==> config.mk <==
export PLATFORM = sky130hd
export DESIGN_NAME = fetch_flat
export DESIGN_NICKNAME = d
export VERILOG_FILES = /design/src/rtl/fetch_pkg.sv /design/src/rtl/fetch_if.sv /design/src/rtl/fetch_fifo.sv /design/src/rtl/fetch.sv /design/src/flat_wrapper.sv
export SDC_FILE = /design/constraint.sdc
export NUM_CORES = 1
export LEC_CHECK = 0
export CORE_ASPECT_RATIO = 1.25
export CORE_MARGIN = 1.5
export CORE_UTILIZATION = 25
export DETAILED_ROUTE_END_ITERATION = 8
export GPL_TIMING_DRIVEN = 0
export PLACE_DENSITY = 0.39
export REMOVE_ABC_BUFFERS = 1
export SLEW_MARGIN = 20
export SYNTH_ARGS = -nofsm -noshare
export SYNTH_HDL_FRONTEND = slang
export SYNTH_SLANG_ARGS = --single-unit
==> constraint.sdc <==
create_clock -name i_clk -period 7.1 [get_ports i_clk]
set_input_delay 1.42 -clock i_clk [delete_from_list [all_inputs] [get_ports i_clk]]
set_output_delay 1.42 -clock i_clk [all_outputs]
set_load 0.1 [all_outputs]
==> src/rtl/fetch_pkg.sv <==
// fetch_pkg: widths, FSM encoding and prefetch entry type
// shared by the instruction fetch stage.
package fetch_pkg;
   localparam int RW       = 16;
   localparam int INSTR_W  = 32;
   localparam int FIFO_LOG = 2;
   localparam int DEPTH    = 1 << FIFO_LOG;
   localparam int CW       = FIFO_LOG + 1;

   typedef enum logic [1:0] {
      S_IDLE        = 2'd0,
      S_REQ         = 2'd1,
      S_REQ_DISCARD = 2'd2
   } state_e;

   typedef struct packed {
      logic [RW-1:0]      pc;
      logic [INSTR_W-1:0] instr;
   } entry_t;
endpackage

==> src/rtl/fetch_if.sv <==
// fetch_if: instruction memory bus plus execute handshake.
// master = fetch stage, slave = memory/execute side.
interface fetch_if;
   import fetch_pkg::*;

   logic               o_mem_req;
   logic [RW-1:0]      o_mem_addr;
   logic               i_mem_ack;
   logic [INSTR_W-1:0] i_mem_data;
   logic               i_ready;
   logic               o_submit;
   logic [INSTR_W-1:0] o_instr;
   logic [RW-1:0]      o_instr_pc;
   logic [RW-1:0]      i_exec_pc;
   logic               o_flush;

   modport master (
      output o_mem_req, o_mem_addr, o_submit,
      output o_instr, o_instr_pc, o_flush,
      input  i_mem_ack, i_mem_data, i_ready, i_exec_pc
   );

   modport slave (
      input  o_mem_req, o_mem_addr, o_submit,
      input  o_instr, o_instr_pc, o_flush,
      output i_mem_ack, i_mem_data, i_ready, i_exec_pc
   );
endinterface

==> src/rtl/fetch_fifo.sv <==
// fetch_fifo: prefetch FIFO of {pc, instr} with clear.
// Head reads as zero while empty.
module fetch_fifo
   import fetch_pkg::*;
(
   input  logic          clk_i,
   input  logic          rst_ni,
   input  logic          push_i,
   input  logic          pop_i,
   input  logic          clear_i,
   input  entry_t        data_i,
   output entry_t        data_o,
   output logic [CW-1:0] count_o,
   output logic          full_o,
   output logic          empty_o
);
   entry_t              mem_q [DEPTH];
   logic [FIFO_LOG-1:0] wr_q, rd_q;
   logic [CW-1:0]       cnt_q;

   always_ff @(posedge clk_i or negedge rst_ni) begin
      if (!rst_ni) begin
         wr_q  <= '0;
         rd_q  <= '0;
         cnt_q <= '0;
      end else if (clear_i) begin
         wr_q  <= '0;
         rd_q  <= '0;
         cnt_q <= '0;
      end else begin
         if (push_i) wr_q <= wr_q + FIFO_LOG'(1);
         if (pop_i)  rd_q <= rd_q + FIFO_LOG'(1);
         cnt_q <= cnt_q + CW'(push_i) - CW'(pop_i);
      end
   end

   always_ff @(posedge clk_i) begin
      if (push_i && !clear_i) mem_q[wr_q] <= data_i;
   end

   assign empty_o = (cnt_q == '0);
   assign full_o  = (cnt_q == CW'(DEPTH));
   assign count_o = cnt_q;
   assign data_o  = empty_o ? '0 : mem_q[rd_q];
endmodule

==> src/rtl/fetch.sv <==
// fetch: sequential-PC fetch, one outstanding request, prefetch FIFO.
// Build option FETCH_BYPASS_EN forwards the ack word straight to execute.
module fetch
   import fetch_pkg::*;
(
   input  logic    i_clk,
   input  logic    i_rst,
   fetch_if.master bus
);
   state_e        state_q;
   logic [RW-1:0] fetch_pc_q, inflight_pc_q, mem_addr_q;
   logic          mem_req_q;

   entry_t        head, push_e;
   logic [CW-1:0] cnt, cnt_nx;
   logic          empty, full, push, pop, clr;
   logic          ack, take, byp, redirect, room, issue;
   logic [RW-1:0] exp_pc, iss_pc;

   always_comb begin
      // stray acks while idle are ignored
      ack = bus.i_mem_ack && (state_q != S_IDLE);
      if (!empty)               exp_pc = head.pc;
      else if (state_q == S_REQ) exp_pc = inflight_pc_q;
      else                      exp_pc = fetch_pc_q;
      redirect = (exp_pc != bus.i_exec_pc);
      take = !empty && bus.i_ready
          && (head.pc == bus.i_exec_pc);
`ifdef FETCH_BYPASS_EN
      byp = empty && !redirect && bus.i_ready && ack
         && (state_q == S_REQ)
         && (inflight_pc_q == bus.i_exec_pc);
`else
      byp = 1'b0;
`endif
      pop          = take;
      clr          = redirect;
      push         = ack && (state_q == S_REQ) && !redirect && !byp;
      push_e.pc    = inflight_pc_q;
      push_e.instr = bus.i_mem_data;
      cnt_nx = cnt + CW'(push) - CW'(pop);
      room   = (cnt_nx < CW'(DEPTH));
      iss_pc = redirect ? bus.i_exec_pc : fetch_pc_q;
      unique case (state_q)
         S_IDLE:        issue = redirect || room;
         S_REQ:         issue = ack && (redirect || room);
         S_REQ_DISCARD: issue = ack;
         default:       issue = 1'b0;
      endcase
   end

   always_ff @(posedge i_clk or negedge i_rst) begin
      if (!i_rst) begin
         state_q       <= S_IDLE;
         fetch_pc_q    <= '0;
         inflight_pc_q <= '0;
         mem_req_q     <= 1'b0;
         mem_addr_q    <= '0;
      end else if (issue) begin
         state_q       <= S_REQ;
         mem_req_q     <= 1'b1;
         mem_addr_q    <= iss_pc;
         inflight_pc_q <= iss_pc;
         fetch_pc_q    <= iss_pc + RW'(1);
      end else if (redirect) begin
         // request still pending: let it finish, drop its data
         fetch_pc_q <= bus.i_exec_pc;
         state_q    <= S_REQ_DISCARD;
      end else if (ack) begin
         state_q   <= S_IDLE;
         mem_req_q <= 1'b0;
      end
   end

   fetch_fifo u_fifo (
      .clk_i   (i_clk),
      .rst_ni  (i_rst),
      .push_i  (push),
      .pop_i   (pop),
      .clear_i (clr),
      .data_i  (push_e),
      .data_o  (head),
      .count_o (cnt),
      .full_o  (full),
      .empty_o (empty)
   );

   a_no_push_full: assert property (
      @(posedge i_clk) disable iff (!i_rst) !(push && full));

   assign bus.o_mem_req  = mem_req_q;
   assign bus.o_mem_addr = mem_addr_q;
   assign bus.o_submit   = take || byp;
   assign bus.o_flush    = redirect;
   assign bus.o_instr    = byp ? bus.i_mem_data : head.instr;
   assign bus.o_instr_pc = byp ? inflight_pc_q : head.pc;
endmodule

==> src/flat_wrapper.sv <==
// flat-port wrapper written by rule: the top's interface ports become plain ports
module fetch_flat import fetch_pkg::*;
  (i_clk, i_rst, bus_o_mem_req, bus_o_mem_addr, bus_o_submit, bus_o_instr, bus_o_instr_pc, bus_o_flush, bus_i_mem_ack, bus_i_mem_data, bus_i_ready, bus_i_exec_pc);
  fetch_if bus_i ();
  input  logic i_clk;
  input  logic i_rst;
  output wire logic [$bits(bus_i.o_mem_req)-1:0] bus_o_mem_req;
  output wire logic [$bits(bus_i.o_mem_addr)-1:0] bus_o_mem_addr;
  output wire logic [$bits(bus_i.o_submit)-1:0] bus_o_submit;
  output wire logic [$bits(bus_i.o_instr)-1:0] bus_o_instr;
  output wire logic [$bits(bus_i.o_instr_pc)-1:0] bus_o_instr_pc;
  output wire logic [$bits(bus_i.o_flush)-1:0] bus_o_flush;
  input wire logic [$bits(bus_i.i_mem_ack)-1:0] bus_i_mem_ack;
  input wire logic [$bits(bus_i.i_mem_data)-1:0] bus_i_mem_data;
  input wire logic [$bits(bus_i.i_ready)-1:0] bus_i_ready;
  input wire logic [$bits(bus_i.i_exec_pc)-1:0] bus_i_exec_pc;
  assign bus_o_mem_req = bus_i.o_mem_req;
  assign bus_o_mem_addr = bus_i.o_mem_addr;
  assign bus_o_submit = bus_i.o_submit;
  assign bus_o_instr = bus_i.o_instr;
  assign bus_o_instr_pc = bus_i.o_instr_pc;
  assign bus_o_flush = bus_i.o_flush;
  assign bus_i.i_mem_ack = bus_i_mem_ack;
  assign bus_i.i_mem_data = bus_i_mem_data;
  assign bus_i.i_ready = bus_i_ready;
  assign bus_i.i_exec_pc = bus_i_exec_pc;
  fetch u_core (.i_clk(i_clk), .i_rst(i_rst), .bus(bus_i));
endmodule
# [After elaboration in Yosys (flattened, before gate mapping)]
# Memories as Yosys holds them, arrays and structs flattened.
# Cells that the tools add are included.
[totals] ff_bits=42 latch_bits=0 ram_bits=192 mem_bits_ro=0 in_bits=52 out_inout_bits=67 mem_count=1
[op_classes] add_sub_neg=5 n_mul=0 div_mod_pow=0 n_lt_le_gt_ge=1 eq_ne=5 shift=0 mux=19 bitwise_logic=0 reduce_logical=18
[memory_table] memory="u_core.u_fifo.mem_q" depth=4 width=48 read_ports=1 rd_clocked_by_memory_dff=0 wr=1 line_no="fetch_fifo.sv:17" text="entry_t mem_q [DEPTH];"
[ops] op="16-bit 2-to-1 mux" n=4
[ops] op="48-bit 2-to-1 mux" n=1
[ops] op="16-bit by 1-bit adder with 16-bit output, second input constant" n=1
[ops] op="16-bit == test" n=1
[ops] op="16-bit inequality test" n=1
[ops] op="2-bit 2-to-1 mux" n=7
[ops] op="2-bit nonzero test" n=4
[ops] op="1-bit logical AND" n=7
[ops] op="1-bit 2-to-1 mux" n=5
[ops] op="2-bit by 1-bit adder with 2-bit output, second input constant" n=2
[ops] op="3-bit by 1-bit adder with 3-bit output" n=1
[ops] op="3-bit zero test" n=1
[ops] op="3-bit less-than comparator, second input constant" n=1
[ops] op="3-bit 2-to-1 mux" n=1
[ops] op="1-bit case mux with 3 select lines" n=1
[ops] op="3-bit nonzero test" n=1
[ops] op="3-bit by 1-bit subtractor with 3-bit output" n=1
[ops] op="2-bit by 1-bit == test with 1-bit output, second input constant" n=1
[ops] op="2-bit == test, second input constant" n=1
[ops] op="1-bit zero test" n=2
[ops] op="2-bit zero test" n=1
[ops] op="2-bit by 1-bit inequality test with 1-bit output, second input constant" n=1
[ops] op="2-bit AND reduction" n=1
[ops] op="1-bit logical OR" n=1

# [Longest topological paths before layout]
[logic_depth] word_depth=14 mapped_depth=25 depth_no_buf=21

# [Hierarchy]
# A second synthesis with hierarchy kept.
[unflattened] hier_cells=699 hier_area_um2=10892.9
[by_module_without_submodules] module="fetch_fifo" n_inst=1 cells_each=345 area_each_um2=7749.9 seq_area_each_um2=5940.7
[by_module_without_submodules] module="fetch" n_inst=1 cells_each=354 area_each_um2=3143.0 seq_area_each_um2=875.8

# [Worst setup path before layout]
# Ideal clock, no wire load.
[synth_timing] kind="flip-flop to flip-flop" startpoint="register u_core.u_fifo.cnt_q[1], in the netlist u_core.u_fifo.count_o[1]" endpoint="register u_core.inflight_pc_q[4]" setup_time_ps=126 arrival_ps=8130 required_ps=6974 setup_slack_ps=-1156 stages_incl_launch_ff=20 synth_period_minus_slack_ps=8256 cell_sequence="dfrtp_1 > or3_1 > clkbuf_1 > clkbuf_1 > clkbuf_1 > and2_1 > xnor2_1 > nor3_1 > nor4bb_1 > ha_1 > inv_1 > ha_1 > inv_1 > fa_1 > xor2_1 > xnor2_1 > nor2_1 > a21boi_2 > buf_2 > mux2_2"
[synth_between] word_cells_on_any_way=17 classes_between="add/sub: 2; order compare: 1; eq/ne: 2; mux: 4; reduce/logical: 8"
[synth_lines] item="start: declaration" line_no="fetch_fifo.sv:19" text="logic [CW-1:0] cnt_q;"
[synth_lines] item="start signal: assignment" line_no="fetch_fifo.sv:33" text="cnt_q <= cnt_q + CW'(push_i) - CW'(pop_i);"
[synth_lines] item="3-bit zero test (*)" line_no="fetch_fifo.sv:41" text="assign empty_o = (cnt_q == '0);"
[synth_lines] item="48-bit 2-to-1 mux (*)" line_no="fetch_fifo.sv:44" text="assign data_o = empty_o ? '0 : mem_q[rd_q];"
[synth_lines] item="named net bus_o_instr_pc[1]" line_no="flat_wrapper.sv:11" text="output wire logic [$bits(bus_i.o_instr_pc)-1:0] bus_o_instr_pc;"
[synth_lines] item="16-bit == test (*)" line_no="fetch.sv:28" text="&& (head.pc == bus.i_exec_pc);"
[synth_lines] item="1-bit logical AND (*)" line_no="fetch.sv:28"
[synth_lines] item="named net bus_o_submit" line_no="flat_wrapper.sv:9" text="output wire logic [$bits(bus_i.o_submit)-1:0] bus_o_submit;"
[synth_lines] item="3-bit by 1-bit subtractor with 3-bit output (*)" line_no="fetch.sv:41" text="cnt_nx = cnt + CW'(push) - CW'(pop);"
[synth_lines] item="3-bit less-than comparator (*)" line_no="fetch.sv:42" text="room = (cnt_nx < CW'(DEPTH));"
[synth_lines] item="1-bit logical OR (*)" line_no="fetch.sv:45, fetch.sv:46"
[synth_lines] item="1-bit logical AND" line_no="fetch.sv:46" text="S_REQ: issue = ack && (redirect || room);"
[synth_lines] item="1-bit case mux with 3 select lines (*)" line_no="fetch.sv:44" text="unique case (state_q)"
[synth_lines] item="end signal: assignment" line_no="fetch.sv:63" text="inflight_pc_q <= iss_pc;"
[synth_lines] item="end: declaration" line_no="fetch.sv:11" text="logic [RW-1:0] fetch_pc_q, inflight_pc_q, mem_addr_q;"
# The timed path passes the listed nets; every way through them passes the cells marked *.
# A chain may end at the register's enable or synchronous reset.

# [Worst setup path after layout]
[layout_timing] startpoint="input port bus_i_exec_pc[8]" endpoint="output port bus_o_flush"
[layout_between] elab_chain_cells=1
[layout_lines] item="start: declaration" line_no="flat_wrapper.sv:16" text="input wire logic [$bits(bus_i.i_exec_pc)-1:0] bus_i_exec_pc;"
[layout_lines] item="16-bit inequality test" line_no="fetch.sv:26" text="redirect = (exp_pc != bus.i_exec_pc);"
[layout_lines] item="end: declaration" line_no="flat_wrapper.sv:12" text="output wire logic [$bits(bus_i.o_flush)-1:0] bus_o_flush;"
# No other way between the ends.

==> flow_summary_export.csv <==
group,metric,value,unit
global_route,grt_max_degree,59,
clocking,cts_hold_buf,0,
floorplan,coreArea,41940,um2
worst_setup_path,cp-start-kind,"input pin",
yosys,synth_cell_types,50,
drt,wl_per_cell,20.09,um
timing,hold_viol_final,0,
worst_setup_path,worst_setup_path_end_kind,"primary output",
global_route,grt_overflow,0,
clocking,clockBufferDepth,3,
clocking,cts-root-buf,"clkbuf_16",
timing,period_share,94.33,%
yosys,synth_seq_cells,234,
finish,drive_gt1_share,19.17,%
place,hpwl,18220,um
yosys,ys_warn_count,0,
floorplan,num_io_pins,119,
drt,dr.first_iter.drc_count,317,
clocking,cts_tree,"done",
worst_setup_path,critPathMaxFanout,34,
timing,period_needed,6.697,ns
floorplan,rows,84,
timing,slew_headroom,28.67,%
power_and_ir_drop,leakage,4.647,nW
hold_path,hp-class,"register to register",
floorplan,dieArea,43690,um2
finish,fin_nets,863,
drt,drc,0,
yosys,async_flop_share,17.95,%
worst_setup_path,crit_type,"input pin to primary output",
yosys,avgSynthCellArea,15.81,um2
worst_setup_path,required,5.68,ns
timing,rsz0062_at_grt,"false",
clocking,worstSkewPairLatency,0.55,ns
floorplan,die_w,187.3,um
global_route,first_global_vias,6872,
clocking,clock-sinks,234,
clocking,cts_htree_levels,1,
place,gp_congestion,0.8590,
finish,fill_cells,4086,
place,io_buffers,118,
global_route,antenna_found_initial,0,
worst_setup_path,reg2regPathDepth,23,
yosys,syn_area,10610,um2
worst_setup_path,reg2reg_slack,0.70,ns
job,cap_violations,0,
drt,dr.pass1.iters,4,
outcome,outcome,"complete, no violations",
timing,finalSetupViolCount,0,
worst_setup_path,worstReg2RegEnd,"u_core.fetch_pc_q[13]$_DFF_PN0_",
finish,synthToLayoutAreaGrowth,28.91,%
floorplan,die_h,233.3,um
yosys,synth_ff_type,"edfxtp_1",
yosys,synth_edf_count,192,
yosys,synth_cells,671,
timing,fmax,149.3,MHz
floorplan,start_util,25.30,%
drt,vias,6235,
drt,vias_per_cell,4.508,
yosys,yosysSeqAreaShare,64.25,%
global_route,grt_pass1_wl,42840,um
timing,slew_viol_final,0,
drt,postRouteAntennaNets,0,
timing,hold_ws,0.5687,ns
timing,setup_tns,0,ns
finish,n_antenna_cell,0,
worst_setup_path,rr_startpoint,"u_core.u_fifo.rd_q[0]$_DFFE_PN0P_",
timing,worst_slew_pin_slew,1.067,ns
worst_setup_path,worstSetupStartpoint,"bus_i_exec_pc[8]",
worst_setup_path,crit_arrival,5.28,ns
worst_setup_path,critPathCapture,"bus_o_flush",
power_and_ir_drop,ir_drop,0.2259,mV
drt,wl,27780,um
global_route,grtUsageTotal,13.00,%
power_and_ir_drop,powerDensity,297.4,nW/um2
clocking,numCtsBuffers,28,
clocking,path_clk_slew,0.06,ns
timing,finClkSkew,0.01621,ns
## what timing repair did
action,4_1_cts,5_1_grt
endpoints found under the setup margin,21,32
gates cloned,0,0
gates resized for setup,2,3
setup buffers,2,3
pin swaps,1,1
## metal layers
metal  routed length [um]  track usage, %  vias up
li1                     -               -     2832
met5                    0               0        -
met1                12480           16.91     3198
met4                  789           4.536        0
met3                 1148           1.983       45
met2                13360           22.03      160
## worst min-delay path by stage
stage / from / end / slack [ns] / cells after the start
2_1_floorplan: u_core.state_q[1]$_DFFE_PN0P_ / u_core.state_q[1]$_DFFE_PN0P_ / 0.53 / 2
3_3_place_gp: u_core.inflight_pc_q[15]$_DFFE_PN0P_ / u_core.u_fifo.mem_q[2][47]$_DFFE_PP_ / 0.55 / 0
3_5_place_dp: u_core.inflight_pc_q[12]$_DFFE_PN0P_ / u_core.u_fifo.mem_q[1][44]$_DFFE_PP_ / 0.56 / 0
4_1_cts: u_core.inflight_pc_q[12]$_DFFE_PN0P_ / u_core.u_fifo.mem_q[1][44]$_DFFE_PP_ / 0.58 / 0
5_1_grt: u_core.inflight_pc_q[12]$_DFFE_PN0P_ / u_core.u_fifo.mem_q[1][44]$_DFFE_PP_ / 0.61 / 0
6_report: u_core.inflight_pc_q[12]$_DFFE_PN0P_ / u_core.u_fifo.mem_q[3][44]$_DFFE_PP_ / 0.57 / 0
## stage by stage
stage | util [%] | std cells | worst slack (ns) | total power, mW | instance area (um2)
6_report | 32.61 | 1383 | 0.4027 | 4.068 | 13680
5_1_grt | 32.61 | 1383 | 0.2051 | 4.237 | 13680
4_1_cts | 32.48 | 1380 | 0.08757 | 4.141 | 13620
3_5_place_dp | 30.07 | 1327 | -0.6761 | 2.603 | 12610
3_3_place_gp | 29.41 | 1317 | -3.433 | 2.593 | 12330
2_1_floorplan | - | 640 | -2.660 | 2.313 | 10450
## critical path: stages
cell and delay [ns]:
clkdlybuf4s50_1 0.65, xnor2_1 0.24, a2111oi_0 0.59, o221ai_1 0.28
nor4b_4 0.45, buf_6 0.21, inv_2 0.32, clkdlybuf4s50_1 1.09
## cells in the final DEF, fill, tap and decap left out, drive strengths merged, types with 3 or more instances in the layout
| cell type | n |
|---|---|
| nor2 | 25 |
| clkinv | 10 |
| inv | 23 |
| clkdlybuf4s50 | 117 |
| mux2i | 26 |
| a21oi | 19 |
| mux4 | 47 |
| o22ai | 11 |
| nand4 | 7 |
| bufinv | 5 |
| o21ai | 13 |
| nor4 | 4 |
| nand2 | 19 |
| nand2b | 4 |
| nor3 | 8 |
| mux2 | 35 |
| edfxtp | 192 |
| and3 | 16 |
| dfrtp | 42 |
| clkbuf | 33 |
| clkinvlp | 3 |
| and2 | 55 |
| xnor2 | 37 |
| a22o | 3 |
| xor2 | 16 |
| buf | 16 |
| ha | 7 |
| nand3 | 8 |
## registers in the layout, summed over array words and instances (netlist names)
name and count:
u_core.u_fifo.mem_q 192, u_core.fetch_pc_q 16, u_core.inflight_pc_q 16, u_core.u_fifo.count_o 3, u_core.state_q 2, u_core.u_fifo.rd_q 2
u_core.u_fifo.wr_q 2, u_core.bus.o_mem_req 1
## cell families after synthesis
family / synth area share, %
buffers and inverters: 2.276
adders and majority gates: 1.014
AOI/OAI and AO/OA: 3.680
muxes: 16.43
xor gates and xnor gates: 4.375
DFF: 64.25
and+or+nand+nor: 7.973
## synthesized netlist by cell type, types with 8 or more instances
cell	n	area (um2)
edfxtp_1	192	5766
and2_1	55	344.1
mux4_2	47	1059
dfrtp_1	42	1051
xnor2_1	37	324.1
mux2_2	27	304.0
mux2i_1	26	260.3
nor2_1	25	93.84
inv_1	22	82.58
a21oi_1	19	95.09
nand2_1	19	71.32
and3_1	16	100.1
xor2_1	16	140.1
clkbuf_1	13	48.80
o21ai_0	12	60.06
o22ai_1	11	68.82
mux2_4	8	120.1
nand3_1	8	40.04
nor3_1	8	40.04
## power breakdown
group / total, mW / internal (mW) / switching [mW]
Sequential: 1.73 / 1.61 / 0.121
Clock: 1.48 / 0.922 / 0.558
Combinational: 0.861 / 0.286 / 0.575
## cell type report
class	instances	area (um2)	share of cell area [%]
Sequential cell	234	6824	49.90
Multi-Input combinational cell	383	3605	26.36
Timing Repair Buffer	133	1501	10.98
Clock buffer	33	740.7	5.416
Tap cell	559	699.4	5.114
Clock inverter	18	219.0	1.601
Inverter	23	86.33	0.6313
Power figures use the tool's default switching activity.
==> RTL edit 1: new RTL, config.mk and constraints unchanged <==
Build with the macro `FETCH_BYPASS_EN` defined.
--- a/src/rtl/fetch.sv
+++ b/src/rtl/fetch.sv
@@ -1,5 +1,7 @@
 // fetch: sequential-PC fetch, one outstanding request, prefetch FIFO.
 // Build option FETCH_BYPASS_EN forwards the ack word straight to execute.
+`define FETCH_BYPASS_EN
+
 module fetch
    import fetch_pkg::*;
 (
Check against the original RTL: not equivalent (Yosys sat finds a counterexample within 4 cycles, from zero or initial values and one cycle with i_rst low).
==> RTL edit 1 against the original RTL <==
- sequential cell count did not move
- wire length is 20% higher
- synthesized area rose by 6.3%
- total power is 1.4% higher
- first-iteration DRC count fell by 5.0%
- cell area grew 3.6%
- synthesized cell count rose by 25%
- worst setup slack worse by 0.23 ns
- critical endpoint is now bus_o_instr[12]
==> RTL edit 1: results (changes against the original RTL) <==
Finish
  – Non-clock buffer count: 132 (-0.75%)
  – NumNets Final: 1008 (+17%)
  – Seq cells: 234 (unchanged)
  – Clk tree area frac: 0.0616 (-0.00855)
  – Share of layout cells above drive strength 1: 0.132 (-0.0594)
  – Multi-input combinational area share: 0.283 (+0.0195)
  – Area delta synth->final: 25.6%
  – Sequential Area: 0.00682 sq mm (unchanged)
  – Fill count: 4430 (+8.4%)
  – Buffering overhead: 0.103 (-0.00667)
  – CLK BUF: 30 (-9.1%)
  – Inverters: 76 (+230%)
  – Fraction of area in registers: 0.482 (-0.0175)
  – Comb_multi_in: 477 (+25%)

Detailed routing
  – DRT iter0 DRCs: 301 (-5.0%)
  – Total number of vias: 7145 (+15%)
  – Avg WL per Cell: 21.6 microns (+7.4%)
  – First-pass DRT Iterations: 5 (+1)
  – Avg Vias per Cell: 4.64 (+3.0%)

Placement
  – Placement Setup Slack: -0.529 ns (+0.147 ns)
  – I/O Buffers: 118 (unchanged)
  – Inst Count DP: 1490 (+12%)
  – Dpl hpwl: 22200 microns (+22%)
  – Gpl congestion: 0.809 (-5.9%)
  – Placed cell areas: 0.0133 sq mm (+5.3%)

Synth
  – Proportion of synthesized area in mux cells: 0.149 (-0.0151)
  – Synth Area per Inst: 13.5 sq um (-15%)
  – Synth Area in XOR/XNOR: 0.0512 (+0.00748)
  – Asr flop ratio synth: 0.179 (unchanged)
  – Area contributors post-synth: edfxtp_1, dfrtp_1, mux4_2
  – Count of cell types in the netlist: 60 (+20%)
  – Warning count from the yosys run: 0 (unchanged)
  – Sequential share of the synthesized area: 0.604 (-0.0383)
  – Most common library cells after synthesis: edfxtp_1, inv_1, nand2_1
  – Synth Area in Compound Gates: 0.0635 (+0.0267)
  – Synth Area in Adders: 0.00954 (-0.000605)

GRT
  – Initial antenna violation count: 1 (+1)
  – Largest net degree at the start of global routing: 43 (-27%)
  – First-pass GRT wire length: 49300 microns (+15%)
  – GRT Total Usage: 0.144 (+0.0142)
  – Number of global-route vias before repair: 7457 (+8.5%)

Power and ir drop
  – Leak Pwr: 4.92 nW (+6.0%)
  – Cell-internal power: 0.00271 W (-3.7%)
  – Maximum VDD drop: 0.213 mV (-5.7%)

Clocking
  – Postcts setup bufs: 0 (-2)
  – Post_cts resized: 4 (+2)
  – Clk Latency, worst-skew pair: 0.55 ns (about the same)
  – Inserted Clock Buffers: 27 (-3.6%)
  – Clk root buf: clkbuf_16

Critical path
  – Critical path fanouts, max: 12 (-65%)
  – Crit path DAT: 5.51 ns (+0.23 ns)

Timing
  – Post-Route Skew: 0.0204 ns (+0.00423 ns)
  – Headroom to the max-slew limit: 0.276 (-0.0109)
  – Total Neg Setup Slack: 0 ns (unchanged)

Status
  – Status: finished clean
[RTL edit 1: cell count changes after synthesis, moves of 8 or more]
cell	unedited run	this run
mux2_4	8	0
o21ai_0	12	62
clkbuf_1	13	28
and2_1	55	4
mux2_2	27	7
mux2i_1	26	59
inv_1	22	74
xor2_1	16	25
nand2_1	19	64
[RTL edit 1: power groups by stage]
stage	registers (W)	logic (W)	clock network, W
6_report	0.00178	0.000965	0.00138
5_1_grt	0.00180	0.00101	0.00148
4_1_cts	0.00179	0.000963	0.00143
3_5_place_dp	0.00181	0.000960	0
3_3_place_gp	0.00181	0.000940	0
2_1_floorplan	0.00207	0.000317	0
[RTL edit 1: metal layers]
layer / routed length [microns] / track usage / vias up
met1: 14400 / 0.185 / 3591
met2: 16600 / 0.249 / 178
met5: 11 / 0 / -
met3: 1400 / 0.0199 / 45
met4: 833 / 0.0457 / 2
li1: - / - / 3329
[RTL edit 1: critical path, cell delays in order]
cell and delay (ns):
clkdlybuf4s50_1 0.85, xor2_1 0.19, nor2_1 0.35, and4_1 0.24, nand4_1 0.56, buf_8 0.39
buf_6 0.14, o21ai_0 0.18, clkdlybuf4s50_1 1.17
[RTL edit 1: path summary, 6_finish.rpt]
kind | start | end | slack [ns] | cells after the start
min | u_core.u_fifo.wr_q[1] | u_core.u_fifo.wr_q[1] | 0.61 | 2
max in group asynchronous | i_rst | u_core.u_fifo.rd_q[1] | 5.73 | 1
max | bus_i_exec_pc[7] | bus_o_instr[12] | 0.17 | 9
min in group asynchronous | i_rst | u_core.inflight_pc_q[11] | 0.88 | 1
min reg2reg | u_core.u_fifo.wr_q[1] | u_core.u_fifo.wr_q[1] | 0.61 | 2
max reg2reg | u_core.u_fifo.rd_q[0] | u_core.fetch_pc_q[15] | 0.71 | 22
==> RTL edit 2: new RTL, same flow settings <==
Made on the original files. Reset style: synchronous (`i_rst` and `rst_ni`), changed in 2 clocked blocks.
--- a/src/rtl/fetch_fifo.sv
+++ b/src/rtl/fetch_fifo.sv
@@ -18,7 +18,7 @@
    logic [FIFO_LOG-1:0] wr_q, rd_q;
    logic [CW-1:0]       cnt_q;
 
-   always_ff @(posedge clk_i or negedge rst_ni) begin
+   always_ff @(posedge clk_i) begin
       if (!rst_ni) begin
          wr_q  <= '0;
          rd_q  <= '0;
--- a/src/rtl/fetch.sv
+++ b/src/rtl/fetch.sv
@@ -49,7 +49,7 @@
       endcase
    end
 
-   always_ff @(posedge i_clk or negedge i_rst) begin
+   always_ff @(posedge i_clk) begin
       if (!i_rst) begin
          state_q       <= S_IDLE;
          fetch_pc_q    <= '0;
Formal check against the unedited RTL: differs if i_rst is asserted again (counterexample within 4 cycles, from zero or initial values and one cycle with i_rst low); with i_rst held inactive, the same outputs for 4 cycles.
==> RTL edit 2 against the original RTL <==
- utilization down 0.34 points
- wire length increased by 5.3%
- worst setup slack got worse by 0.17 ns
- sequential cell count increased by 2
- count of clock-buffer cells in the layout shrank 3
- synthesized area increased by 1.5%
- cell area is 0.31% lower
- critical endpoint unchanged
- largest cell class unchanged
Power is not compared: it rests on default switching activity, and its combinational part moved more than twofold at a synthesized area within 25%.
==> RTL edit 2: results (changes against the original RTL) <==
Synth
  – Count of cell types in the netlist: 70 (+40%)
  – Synth Area in Compound Gates: 0.0661 (+0.0293)
  – Synth Area in Adders: 0.00999 (-0.000150)
  – Sequential share of the synthesized area: 0.617 (-0.0253)
  – Proportion of synthesized area in mux cells: 0.118 (-0.0465)
  – Synth Area per Inst: 14.5 sq um (-8.3%)
  – Most common library cells after synthesis: edfxtp_1, nand2_1, and2_1, dfxtp_1, xnor2_1

Status
  – Status: finished clean

GRT
  – GR met1 Demand/Resource: 0.170 (+0.00102)
  – GR Util met2: 0.232 (+0.0117)
  – GRT Total Usage: 0.134 (+0.00352)
  – Global-route met3 utilization: 0.0211 (+0.00123)

Timing
  – Fin crit period: 6.87 ns (+0.174 ns)
  – Post-Route Skew: 0.0263 ns (+0.0101 ns)
  – Headroom to the max-slew limit: 0.286 (-0.000450)

Worst hold path
  – Hold path start: u_core.bus.o_mem_req

Detailed routing
  – Avg Vias per Cell: 4.48 (-0.66%)
  – Detailed Route WL: 29300 microns (+5.3%)
  – Met3 WL: 1260 microns (+9.5%)
  – WL met2: 14600 microns (+9.1%)
  – Met1 wire length: 12700 microns (+2.1%)
  – Avg WL per Cell: 20.3 microns (+1.1%)
  – DRT iter0 DRCs: 333 (+5.0%)

Finish
  – Share of layout cells above drive strength 1: 0.143 (-0.0487)

Critical path
  – R2R depth: 21 (-8.7%)
  – R2R Path End: u_core.inflight_pc_q[15]
  – CP Launch Point: bus_i_exec_pc[1]
  – Crit path DAT: 5.45 ns (+0.17 ns)

Placement
  – Placement Setup Slack: -0.865 ns (-0.189 ns)
==> RTL edit 2: changes by cell type after synthesis, moves of 12 or more <==
| cell | unedited run | this run |
|---|---|---|
| dfrtp_1 | 42 | 0 |
| dfxtp_1 | 0 | 44 |
| inv_1 | 22 | 38 |
| mux2_2 | 27 | 1 |
| nand2_1 | 19 | 50 |
| nor2_1 | 25 | 37 |
==> RTL edit 2: timing repair <==
item | in CTS | in global routing
pin swaps | 1 | 0
hold buffers | 0 | 0
buffers inserted | 1 | 0
hold endpoints to repair | 0 | 0
setup endpoints to repair | 20 | 19
resized for setup | 2 | 3
==> RTL edit 2: final cells by class <==
type	count	area, sq um
fill	4259	28600
sequential	236	6650
multi-input combinational	425	3750
timing repair buffer	129	1390
tap	559	699
clock buffer	30	687
clock inverter	20	292
inverter	41	154
==> RTL edit 2: power by group <==
part	internal, W	switching, W	total, W
clock	0.000953	0.000568	0.00152
sequential	0.00151	0.0000281	0.00154
combinational	0.0000919	0.000169	0.000260
total	0.00256	0.000764	0.00332
